File: config.mk
export PLATFORM = sky130hd
export DESIGN_NAME = alert_arbiter_flat
export DESIGN_NICKNAME = d
export VERILOG_FILES = /design/src/rtl/alert_if.sv /design/src/rtl/alert_arbiter.sv /design/src/flat_wrapper.sv
export SDC_FILE = /design/constraint.sdc
export NUM_CORES = 1
export LEC_CHECK = 0
export ABC_AREA = 1
export BUFFER_PORTS_ARGS = -buffer_cell sky130_fd_sc_hd__buf_2
export CAP_MARGIN = 20
export CORE_ASPECT_RATIO = 1.5
export CORE_MARGIN = 1
export CORE_UTILIZATION = 40
export DETAILED_ROUTE_END_ITERATION = 10
export SKIP_CTS_REPAIR_TIMING = 1
export SLEW_MARGIN = 5
export SYNTH_ARGS = -nofsm -noshare
export SYNTH_HDL_FRONTEND = slang
export SYNTH_SLANG_ARGS = --single-unit
File: constraint.sdc
create_clock -name clk -period 4.27 [get_ports clk]
set_clock_uncertainty 0.2 [all_clocks]
set_input_delay 0.854 -clock clk [delete_from_list [all_inputs] [get_ports clk]]
set_output_delay 0.854 -clock clk [all_outputs]
set_load 0.05 [all_outputs]
File: src/rtl/alert_if.sv
// Alert arbiter signal bundle: request/button/tick inputs
// and the buzzer-side status outputs.
interface alert_if;
  logic       tick_1hz;
  logic [1:0] req;
  logic       enter;
  logic       esc;
  logic       alm;
  logic [1:0] active;
  logic       snoozing;
  logic [1:0] missed;

  modport master (
    output tick_1hz, req, enter, esc,
    input  alm, active, snoozing, missed
  );

  modport slave (
    input  tick_1hz, req, enter, esc,
    output alm, active, snoozing, missed
  );
endinterface

File: src/rtl/alert_arbiter.sv
// Buzzer arbiter for alarm (src 0) and timer (src 1):
// fixed-priority grant, snooze, dismiss and auto-timeout.
module alert_arbiter #(
  parameter int RING_S     = 60,
  parameter int SNOOZE_S   = 300,
  parameter int MAX_SNOOZE = 3
) (
  input  logic   clk,
  input  logic   rst_n,
  alert_if.slave bus
);

  localparam logic [8:0] RING_L = 9'(RING_S);
  localparam logic [8:0] SNZ_L  = 9'(SNOOZE_S);
  localparam logic [2:0] SNZ_MX = 3'(MAX_SNOOZE);

  typedef enum logic [1:0] {
    IDLE   = 2'd0,
    RING   = 2'd1,
    SNOOZE = 2'd2
  } state_t;

  state_t     state, state_n;
  logic [1:0] req_d;
  logic       enter_d, esc_d;
  logic       armed;
  logic [1:0] pend, pend_n;
  logic [1:0] active, active_n;
  logic [1:0] missed, missed_n;
  logic [8:0] sec_cnt, sec_n, cnt_inc;
  logic [2:0] snz_cnt, snz_n;
  logic [1:0] grant;
  logic [1:0] req_rise;
  logic       enter_rise, esc_rise;

  // First cycle after reset only samples levels, so held inputs
  // must fall and rise again before they act.
  assign req_rise   = armed ? (bus.req & ~req_d) : 2'b00;
  assign enter_rise = armed & bus.enter & ~enter_d;
  assign esc_rise   = armed & bus.esc & ~esc_d;

  always_ff @(posedge clk or negedge rst_n) begin
    if (!rst_n) begin
      state   <= IDLE;
      req_d   <= '0;
      enter_d <= 1'b0;
      esc_d   <= 1'b0;
      armed   <= 1'b0;
      pend    <= '0;
      active  <= '0;
      missed  <= '0;
      sec_cnt <= '0;
      snz_cnt <= '0;
    end else begin
      state   <= state_n;
      req_d   <= bus.req;
      enter_d <= bus.enter;
      esc_d   <= bus.esc;
      armed   <= 1'b1;
      pend    <= pend_n;
      active  <= active_n;
      missed  <= missed_n;
      sec_cnt <= sec_n;
      snz_cnt <= snz_n;
    end
  end

  always_comb begin
    state_n  = state;
    active_n = active;
    missed_n = missed;
    sec_n    = sec_cnt;
    snz_n    = snz_cnt;
    grant    = 2'b00;
    cnt_inc  = sec_cnt + 9'd1;
    unique case (state)
      IDLE: begin
        if (esc_rise) missed_n = '0;
        if (pend != 2'b00) begin
          grant    = pend[0] ? 2'b01 : 2'b10;
          active_n = grant;
          sec_n    = '0;
          snz_n    = '0;
          state_n  = RING;
        end
      end
      RING: begin
        if (esc_rise) begin
          active_n = '0;
          state_n  = IDLE;
        end else if (enter_rise && snz_cnt < SNZ_MX) begin
          snz_n   = snz_cnt + 3'd1;
          sec_n   = '0;
          state_n = SNOOZE;
        end else if (enter_rise) begin
          active_n = '0;
          state_n  = IDLE;
        end else if (bus.tick_1hz) begin
          if (cnt_inc == RING_L) begin
            missed_n = missed | active;
            active_n = '0;
            state_n  = IDLE;
          end else begin
            sec_n = cnt_inc;
          end
        end
      end
      SNOOZE: begin
        if (esc_rise) begin
          active_n = '0;
          state_n  = IDLE;
        end else if (bus.tick_1hz) begin
          if (cnt_inc == SNZ_L) begin
            sec_n   = '0;
            state_n = RING;
          end else begin
            sec_n = cnt_inc;
          end
        end
      end
      default: state_n = IDLE;
    endcase
    pend_n = (pend & ~grant) | (req_rise & ~active & ~grant);
  end

  assign bus.alm      = (state == RING);
  assign bus.snoozing = (state == SNOOZE);
  assign bus.active   = active;
  assign bus.missed   = missed;

endmodule

File: src/flat_wrapper.sv
// flat-port wrapper written by rule: the top's interface ports become plain ports
module alert_arbiter_flat 
#(
  parameter int RING_S     = 60,
  parameter int SNOOZE_S   = 300,
  parameter int MAX_SNOOZE = 3
)
  (clk, rst_n, bus_tick_1hz, bus_req, bus_enter, bus_esc, bus_alm, bus_active, bus_snoozing, bus_missed);
  alert_if bus_i ();
  input  logic clk;
  input  logic rst_n;
  input wire logic [$bits(bus_i.tick_1hz)-1:0] bus_tick_1hz;
  input wire logic [$bits(bus_i.req)-1:0] bus_req;
  input wire logic [$bits(bus_i.enter)-1:0] bus_enter;
  input wire logic [$bits(bus_i.esc)-1:0] bus_esc;
  output wire logic [$bits(bus_i.alm)-1:0] bus_alm;
  output wire logic [$bits(bus_i.active)-1:0] bus_active;
  output wire logic [$bits(bus_i.snoozing)-1:0] bus_snoozing;
  output wire logic [$bits(bus_i.missed)-1:0] bus_missed;
  assign bus_i.tick_1hz = bus_tick_1hz;
  assign bus_i.req = bus_req;
  assign bus_i.enter = bus_enter;
  assign bus_i.esc = bus_esc;
  assign bus_alm = bus_i.alm;
  assign bus_active = bus_i.active;
  assign bus_snoozing = bus_i.snoozing;
  assign bus_missed = bus_i.missed;
  alert_arbiter #(.RING_S(RING_S), .SNOOZE_S(SNOOZE_S), .MAX_SNOOZE(MAX_SNOOZE)) u_core (.clk(clk), .rst_n(rst_n), .bus(bus_i));
endmodule
**Word-level counts from Yosys, hierarchy flattened**

Index checks and enable logic that the tools add are counted.

- Reduce and logical (&&, ||, !) cells: 10
- Mux-type cells: 39
- $add $sub $neg: 2
- Bitwise gates (word level): 15
- Equality and inequality tests: 25
- $lt $le $gt $ge: 1

Operators with widths:

| operator | count |
|---|---|
| 2-to-1 mux 9 bit | 9 |
| 2-to-1 mux 2 bit | 22 |
| case mux 9 bit (3 select lines) | 1 |
| inequality test 2 bit, second input constant | 6 |
| inequality test 3 x 2 -> 1 bit, second input constant | 4 |
| case mux 2 bit (3 select lines) | 2 |
| inequality test 2 x 1 -> 1 bit, second input constant | 5 |
| adder 9 x 1 -> 9 bit, second input constant | 1 |
| equality test 9 x 6 -> 1 bit, second input constant | 1 |
| equality test 9 bit, second input constant | 1 |
| 2-to-1 mux 3 bit | 3 |
| AND 2 bit | 4 |
| AND reduction 8 bit | 1 |
| AND reduction 7 bit | 1 |
| NOT 2 bit | 3 |
| case mux 3 bit (2 select lines) | 1 |
| AND reduction 6 bit | 1 |
| inequality test 5 x 1 -> 1 bit, second input constant | 1 |
| inequality test 5 x 2 -> 1 bit, second input constant | 1 |
| AND reduction 5 bit | 1 |
| AND 1 bit | 4 |
| inequality test 4 x 1 -> 1 bit, second input constant | 1 |
| inequality test 4 x 2 -> 1 bit, second input constant | 1 |
| OR 2 bit | 2 |
| other kinds (13) | 15 |

- Logic and storage cells: 102
- Input port bits: 7
- Register bits after elaboration: 25

**Longest topological paths before layout**

Gate-level depths: netlist of the first run.

- Depth in word-level cells: 8
- Mapped depth: 14
- Depth with buffers taken out: 14

**Worst setup path after synthesis of the first run**

No wires, ideal clock.

- Path type: register to register
- Start: reg u_core.state[1]
- End: reg u_core.sec_cnt[5]
- Arrival time: 1.993 ns
- Cell stages (with the launch flop): 14
- Path buffers: 2
- Slack: 1.958 ns
- Clock period less this slack: 2.312 ns
- Required time: 3.952 ns
- Path through: dfrtp_1 inv_1 ha_1 buf_2 inv_2 nor2_1 o21ai_1 nand2_1 nor2_1 nand2_2 nand2_4 buf_6 nand4_1 nand2_1

- Longest elaborated chain between the ends: 3
- Elaborated cells between the ends (all ways): 13

RTL lines:

| element | line | text |
|---|---|---|
| from (decl) | alert_arbiter.sv:23 | `state_t state, state_n;` |
| from (signal assigned) | alert_arbiter.sv:55 | `state <= state_n;` |
| equality test 2 x 1 -> 1 bit * | -- |  |
| named net bus_alm | flat_wrapper.sv:16 | `output wire logic [$bits(bus_i.alm)-1:0] bus_alm;` |
| inequality test 3 bit (no line) (tied with other cells) | -- |  |
| AND reduction 8 bit (no line) | -- |  |
| to (signal assigned) | alert_arbiter.sv:63 | `sec_cnt <= sec_n;` |
| to (decl) | alert_arbiter.sv:30 | `logic [8:0] sec_cnt, sec_n, cnt_inc;` |

Mark *: on every way through the listed nets, which the timed path passes. The rest lies on a longest branch.
A chain may end at the register's enable or synchronous reset.

**Worst setup path in the final report of the first run**

- Start: reg u_core.state[1]
- End: out bus_alm

- Longest elaborated chain between the ends: 1

RTL lines:

| element | line | text |
|---|---|---|
| equality test 2 x 1 -> 1 bit | alert_arbiter.sv:126 | `assign bus.alm = (state == RING);` |
| to (decl) | flat_wrapper.sv:16 |  |

Every way passes these cells.

==> results.py, run 1 <==
metrics = {
    "outcome": {
        "outcome": "complete, no violations",
    },
    "floorplanning": {
        "die-area_um2": 4190,
        "pin_count": 13,
        "coreArea_um2": 3720,
        "die_width_um": 53.2,
        "die_h_um": 78.7,
        "start_util_pct": 42.3,
        "rows": 27,
    },
    "logic_synthesis": {
        "yosys.cell_types.count": 29,
        "synth.yosys.warnings": 0,
        "synth_top_family_by_area": "simple AND/OR/NAND/NOR gates",
        "synth_top_cell_by_area": "dfrtp_1",
        "synthXorXnorAreaFrac_pct": 0,
        "synthTopCellsByArea": "dfrtp_1 (40%), nand2_1 (15%), inv_1 (6.9%), ha_1 (6.4%), nand3_1 (5.1%)",
        "synth-adder-area-share_pct": 6.37,
        "postSynthCellCount": 215,
        "synthMuxAreaShare_pct": 0,
        "synthesis.nets": 230,
        "yosys.area_share.simple_pct": 33.8,
        "synth-compound-area-share_pct": 11.1,
        "avgSynthCellArea_um2": 7.30,
        "synth-seq-cells": 25,
        "netlist_area_um2": 1570,
        "synth_top_area_share_pct": 39.8,
        "ys_seq_area_share_pct": 39.8,
    },
    "sta": {
        "max_slew_margin_pct": 63.7,
        "setup_tns_ns": 0,
        "tightest_slew_ns": 0.544,
        "rsz0062_at_grt": "no",
        "timing.final.ws_setup_ns": 1.63,
        "fmax_ghz": 0.379,
        "fin_crit_sh_pct": 61.8,
        "hold_viol_final": 0,
        "final_max_slew_viol_count": 0,
        "finalCriticalPeriod_ns": 2.64,
        "setup_viol": 0,
    },
    "placement": {
        "place_ws_ns": 1.87,
        "hpwl_um": 2580,
        "dpl_cell_area_um2": 1670,
        "io_buffers": 12,
        "gp_congestion": 0.803,
    },
    "layout": {
        "finalInstanceArea_um2": 1710,
        "layout-drive-gt1-share_pct": 12.7,
        "nets": 245,
        "multiInputGateArea_um2": 808,
        "final-seq-area_um2": 626,
        "final_common_cell": "nand2_1",
        "final_cell_mix": "nand2_1 (64), inv_1 (29), dfrtp_1 (25), nor2_1 (18), nand3_1 (16)",
        "fill_cells": 407,
        "area_growth_pct": 9.08,
        "diodes": 0,
    },
    "setup_path": {
        "startpoint": "u_core.state[1]",
        "cp_max_fo": 11,
        "endpoint_kind": "output pin",
        "required_ns": 3.22,
        "rr_startpoint": "u_core.state[1]",
        "crit_type": "reg2out",
        "cp.arrival_ns": 1.58,
        "start_kind": "flop",
    },
    "pwr": {
        "combPwrFrac_pct": 50.6,
        "p_sw_share_pct": 49.4,
        "power_density_nw_per_um2": 542,
        "power.leakage_nw": 0.886,
        "ir_worst_vdd_v": 0.000300,
        "seq_power_share_pct": 34.1,
        "internal_power_w": 0.000470,
        "p_clk_share_pct": 15.3,
        "finalPower_w": 0.000929,
        "p_sw_w": 0.000459,
    },
    "route": {
        "via_per_inst": 5.02,
        "drc": 0,
        "wire_per_inst_um": 12.1,
        "totalWireLength_um": 3290,
        "drt-initial-drc-count": 30,
        "firstDrtPassIters": 4,
        "antenna_left": 0,
        "num_vias": 1366,
    },
    "hold_path": {
        "hp-class": "reg2reg",
        "worstHoldStart": "u_core.req_d[1]",
    },
    "clocking": {
        "cts-root-buf": "clkbuf_8",
        "cts_buffers": 3,
        "path_clk_slew_ns": 0.09,
        "cts.htree.levels": 1,
        "clock_latency_ns": 0.27,
        "clock-sinks": 25,
        "cts_tree": "built",
        "clockBufferDepth": 2,
    },
    "grt": {
        "grt.total_usage_pct": 18.4,
        "grt_pass1_vias": 1333,
        "grt_pass1_wl_um": 5660,
        "antenna_found_initial": 0,
        "overflow": 0,
        "grt_max_degree": 26,
    },
    "run": {
        "maxCapViolCount": 0,
    },
}
-- registers in the layout, indices dropped and copies added (netlist names) --
name               count
u_core.enter_d         1
u_core.state           2
u_core.armed           1
u_core.bus.missed      2
u_core.pend            2
u_core.sec_cnt         9
u_core.bus.active      2
u_core.req_d           2
u_core.esc_d           1
u_core.snz_cnt         3
-- metal layers --
| metal | global-route usage [%] | routed length (um) | up-vias |
|---|---|---|---|
| met3 | 2.49 | 74 | 9 |
| met2 | 32.8 | 1720 | 19 |
| met1 | 20.8 | 1400 | 619 |
| met4 | 8.16 | 93 | 0 |
| met5 | 0 | 0 | - |
| li1 | - | - | 719 |
-- path summary, 6_finish.rpt --
| path | to | slack [ns] | cells past startpoint |
|---|---|---|---|
| hold reg to reg | u_core.pend[1] | 0.25 | 1 |
| setup reg to reg | u_core.snz_cnt[1] | 2.12 | 8 |
| setup / recovery | bus_alm | 1.63 | 3 |
| min in group asynchronous | u_core.sec_cnt[2] | 0.35 | 1 |
| hold / removal | u_core.pend[1] | 0.25 | 1 |
| max in group asynchronous | u_core.sec_cnt[4] | 3.14 | 1 |
-- final cells by class --
class,instances,area share (%)
Multi-Input combinational cell,156,47.2
Tap cell,43,3.14
Inverter,32,7.01
Clock buffer,4,2.63
Timing Repair Buffer,12,3.51
Sequential cell,25,36.5
-- cells by family after synthesis --
kind of cell / after synthesis
other: 1
flip-flops: 25
adder cells (fa/ha/maj): 8
AND/OR/NAND/NOR: 119
AO/OA/AOI/OAI: 28
buffers and inverters: 34
-- synthesized netlist by cell type --
master	number
nand3_2	1
nand2_4	1
nor3_1	2
nand4_1	10
o22ai_1	1
nand2_1	64
o21ai_0	6
a21oi_1	6
nor2_2	2
nand2_2	3
o21ai_1	5
nor2_4	1
nor2_1	18
inv_1	29
clkinv_1	1
a31oi_1	1
nor4_1	1
dfrtp_1	25
o21ai_2	4
a22oi_1	1
a32o_1	1
o21bai_1	2
buf_2	1
nand3_1	16
buf_6	1
conb_1	1
o32ai_1	1
ha_1	8
inv_2	2
-- power groups by stage --
| stage | sequential [W] | combinational, W | clock, W |
|---|---|---|---|
| finish | 0.000317 | 0.000470 | 0.000142 |
| global route | 0.000323 | 0.000530 | 0.000159 |
| CTS | 0.000317 | 0.000477 | 0.000146 |
| detailed placement | 0.000321 | 0.000475 | 0 |
| global placement | 0.000321 | 0.000471 | 0 |
| floorplan | 0.000355 | 0.000352 | 0 |
-- worst max-delay path, stage by stage (launching register included) --
cell,delay [ns]
dfrtp_1,0.44
inv_1,0.10
ha_1,0.43
buf_2,0.35
-- through the flow --
stage	cells	hold slack, ns	util [%]
after floorplan	215	0.210	-
after CTS	272	0.255	46.1
after global placement	268	0.232	44.9
after detailed placement	268	0.245	44.9
after global routing	272	0.269	46.1
final	272	0.251	46.1
No activity file was read; power rests on OpenSTA's default activity.
==> inputs of run 2 (changes only) <==
==> constraint.sdc (replaced) <==
create_clock -name clk -period 2.5 [get_ports clk]
set_clock_uncertainty 0.2 [all_clocks]
set_input_delay 0.5 -clock clk [delete_from_list [all_inputs] [get_ports clk]]
set_output_delay 0.5 -clock clk [all_outputs]
set_load 0.05 [all_outputs]
==> run 2 against run 1 <==
Cell count increased by 0.37%; first-iteration DRC count down 3.3%; utilization grew 0.20 points; critical path depth did not move; sequential power is 70% higher.
==> results.py, run 2 (synthesis gave the netlist of run 1 again) <==
metrics = {
    "outcome": {
        "outcome": "complete, no violations",
    },
    "setup_path": {
        "cp.arrival_ns": 1.57,
        "endpoint_kind": "output pin",
        "crit_type": "reg2out",
        "start_kind": "flop",
        "required_ns": 1.80,
        "cp_max_fo": 11,
    },
    "clocking": {
        "cts.htree.levels": 1,
        "clock-sinks": 25,
        "clock_latency_ns": 0.27,
        "cts_tree": "built",
        "cts_buffers": 3,
        "cts-root-buf": "clkbuf_8",
        "path_clk_slew_ns": 0.08,
        "clockBufferDepth": 2,
    },
    "sta": {
        "rsz0062_at_grt": "no",
        "max_slew_margin_pct": 62.8,
        "tightest_slew_ns": 0.559,
        "final_max_slew_viol_count": 0,
        "setup_tns_ns": 0,
        "setup_viol": 0,
        "fin_crit_sh_pct": 90.7,
        "hold_viol_final": 0,
        "fmax_ghz": 0.441,
        "finalCriticalPeriod_ns": 2.27,
    },
    "floorplanning": {
        "pin_count": 13,
        "die_h_um": 78.7,
        "coreArea_um2": 3720,
        "die-area_um2": 4190,
        "rows": 27,
        "die_width_um": 53.2,
        "start_util_pct": 42.3,
    },
    "route": {
        "firstDrtPassIters": 4,
        "met1Wirelength_um": 1360,
        "drt-initial-drc-count": 29,
        "drc": 0,
        "highest_layer": "met4",
        "antenna_left": 0,
        "wl_met2_um": 1790,
        "wl_met3_um": 58,
        "via_per_inst": 5.06,
        "num_vias": 1381,
        "totalWireLength_um": 3260,
        "wire_per_inst_um": 11.9,
    },
    "pwr": {
        "seq_power_share_pct": 34.0,
        "ir_worst_vdd_v": 0.000538,
        "power.leakage_nw": 0.890,
        "internal_power_w": 0.000802,
        "combPwrFrac_pct": 50.9,
        "power_density_nw_per_um2": 922,
        "finalPower_w": 0.00159,
        "p_sw_w": 0.000784,
        "p_sw_share_pct": 49.4,
        "p_clk_share_pct": 15.2,
    },
    "grt": {
        "antenna_found_initial": 0,
        "grt_pass1_vias": 1392,
        "grt.total_usage_pct": 18.2,
        "grt_pass1_wl_um": 5690,
        "overflow": 0,
        "grt_max_degree": 26,
    },
    "layout": {
        "nets": 246,
        "final_cell_mix": "nand2_1 (64), inv_1 (29), dfrtp_1 (25), nor2_1 (18), nand3_1 (16)",
        "diodes": 0,
        "largest_register_ff_count": 9,
        "layout-drive-gt1-share_pct": 13.0,
        "final_common_cell": "nand2_1",
        "area_growth_pct": 9.56,
        "regMostFlops": "u_core.sec_cnt",
        "largest_registers": "u_core.sec_cnt x9, u_core.snz_cnt x3",
    },
    "placement": {
        "hpwl_um": 2600,
        "io_buffers": 12,
        "gp_congestion": 0.810,
    },
    "hold_path": {
        "hp-class": "in2async",
    },
    "run": {
        "maxCapViolCount": 0,
    },
}
-- run 2: cell count changes in the layout (fill, tap and decap cells not counted), sizes merged --
cell	before	now
buf	12	13
-- run 2: per-layer routing --
| metal | global-route usage [%] | vias up |
|---|---|---|
| li1 | - | 727 |
| met1 | 18.9 | 634 |
| met2 | 35.1 | 15 |
| met3 | 2.11 | 5 |
| met4 | 6.58 | 0 |
| met5 | 0 | - |
-- run 2: worst paths after layout --
kind | startpoint | endpoint | slack (ns) | depth (start not counted)
min | rst_n | u_core.sec_cnt[0] | 0.007 | 1
min reg2reg | u_core.req_d[1] | u_core.pend[1] | 0.23 | 1
max in group asynchronous | rst_n | u_core.req_d[1] | 1.72 | 1
max reg2reg | u_core.state[1] | u_core.snz_cnt[1] | 0.32 | 8
min in group clk | bus_enter | u_core.enter_d | 0.14 | 1
max | u_core.state[1] | bus_alm | 0.23 | 3
-- run 2: worst max-delay path, stage by stage, from the launching register on --
cell,delay [ns]
dfrtp_1,0.43
inv_1,0.11
ha_1,0.42
buf_2,0.34
-- run 2: area by class of cell --
class,count,area [um2]
clock buffer,4,45.0
multi-input combinational,156,808
inverter,32,120
fill,407,2000
tap,43,53.8
sequential,25,626
timing repair buffer,13,67.6
-- run 2: power by group through the flow --
stage                     Combinational, W  Sequential [W]  Clock [W]
final                             0.000807        0.000539   0.000240
after global routing              0.000911        0.000553   0.000262
after CTS                         0.000814        0.000540   0.000246
after detailed placement          0.000809        0.000548          0
after global placement            0.000806        0.000549          0
after floorplan                   0.000601        0.000606          0
-- run 2: per-stage QoR --
step | std cells | cell area, um2 | hold WS, ns | setup WS, ns | util, %
finish | 273 | 1720 | 0.00725 | 0.234 | 46.3
global route | 273 | 1720 | 0.0587 | 0.146 | 46.3
CTS | 273 | 1720 | 0.0280 | 0.208 | 46.3
detailed placement | 269 | 1680 | 0.227 | 0.341 | 45.1
global placement | 269 | 1680 | 0.226 | 0.320 | 45.1
floorplan | 215 | 1570 | 0.00441 | 0.188 | -
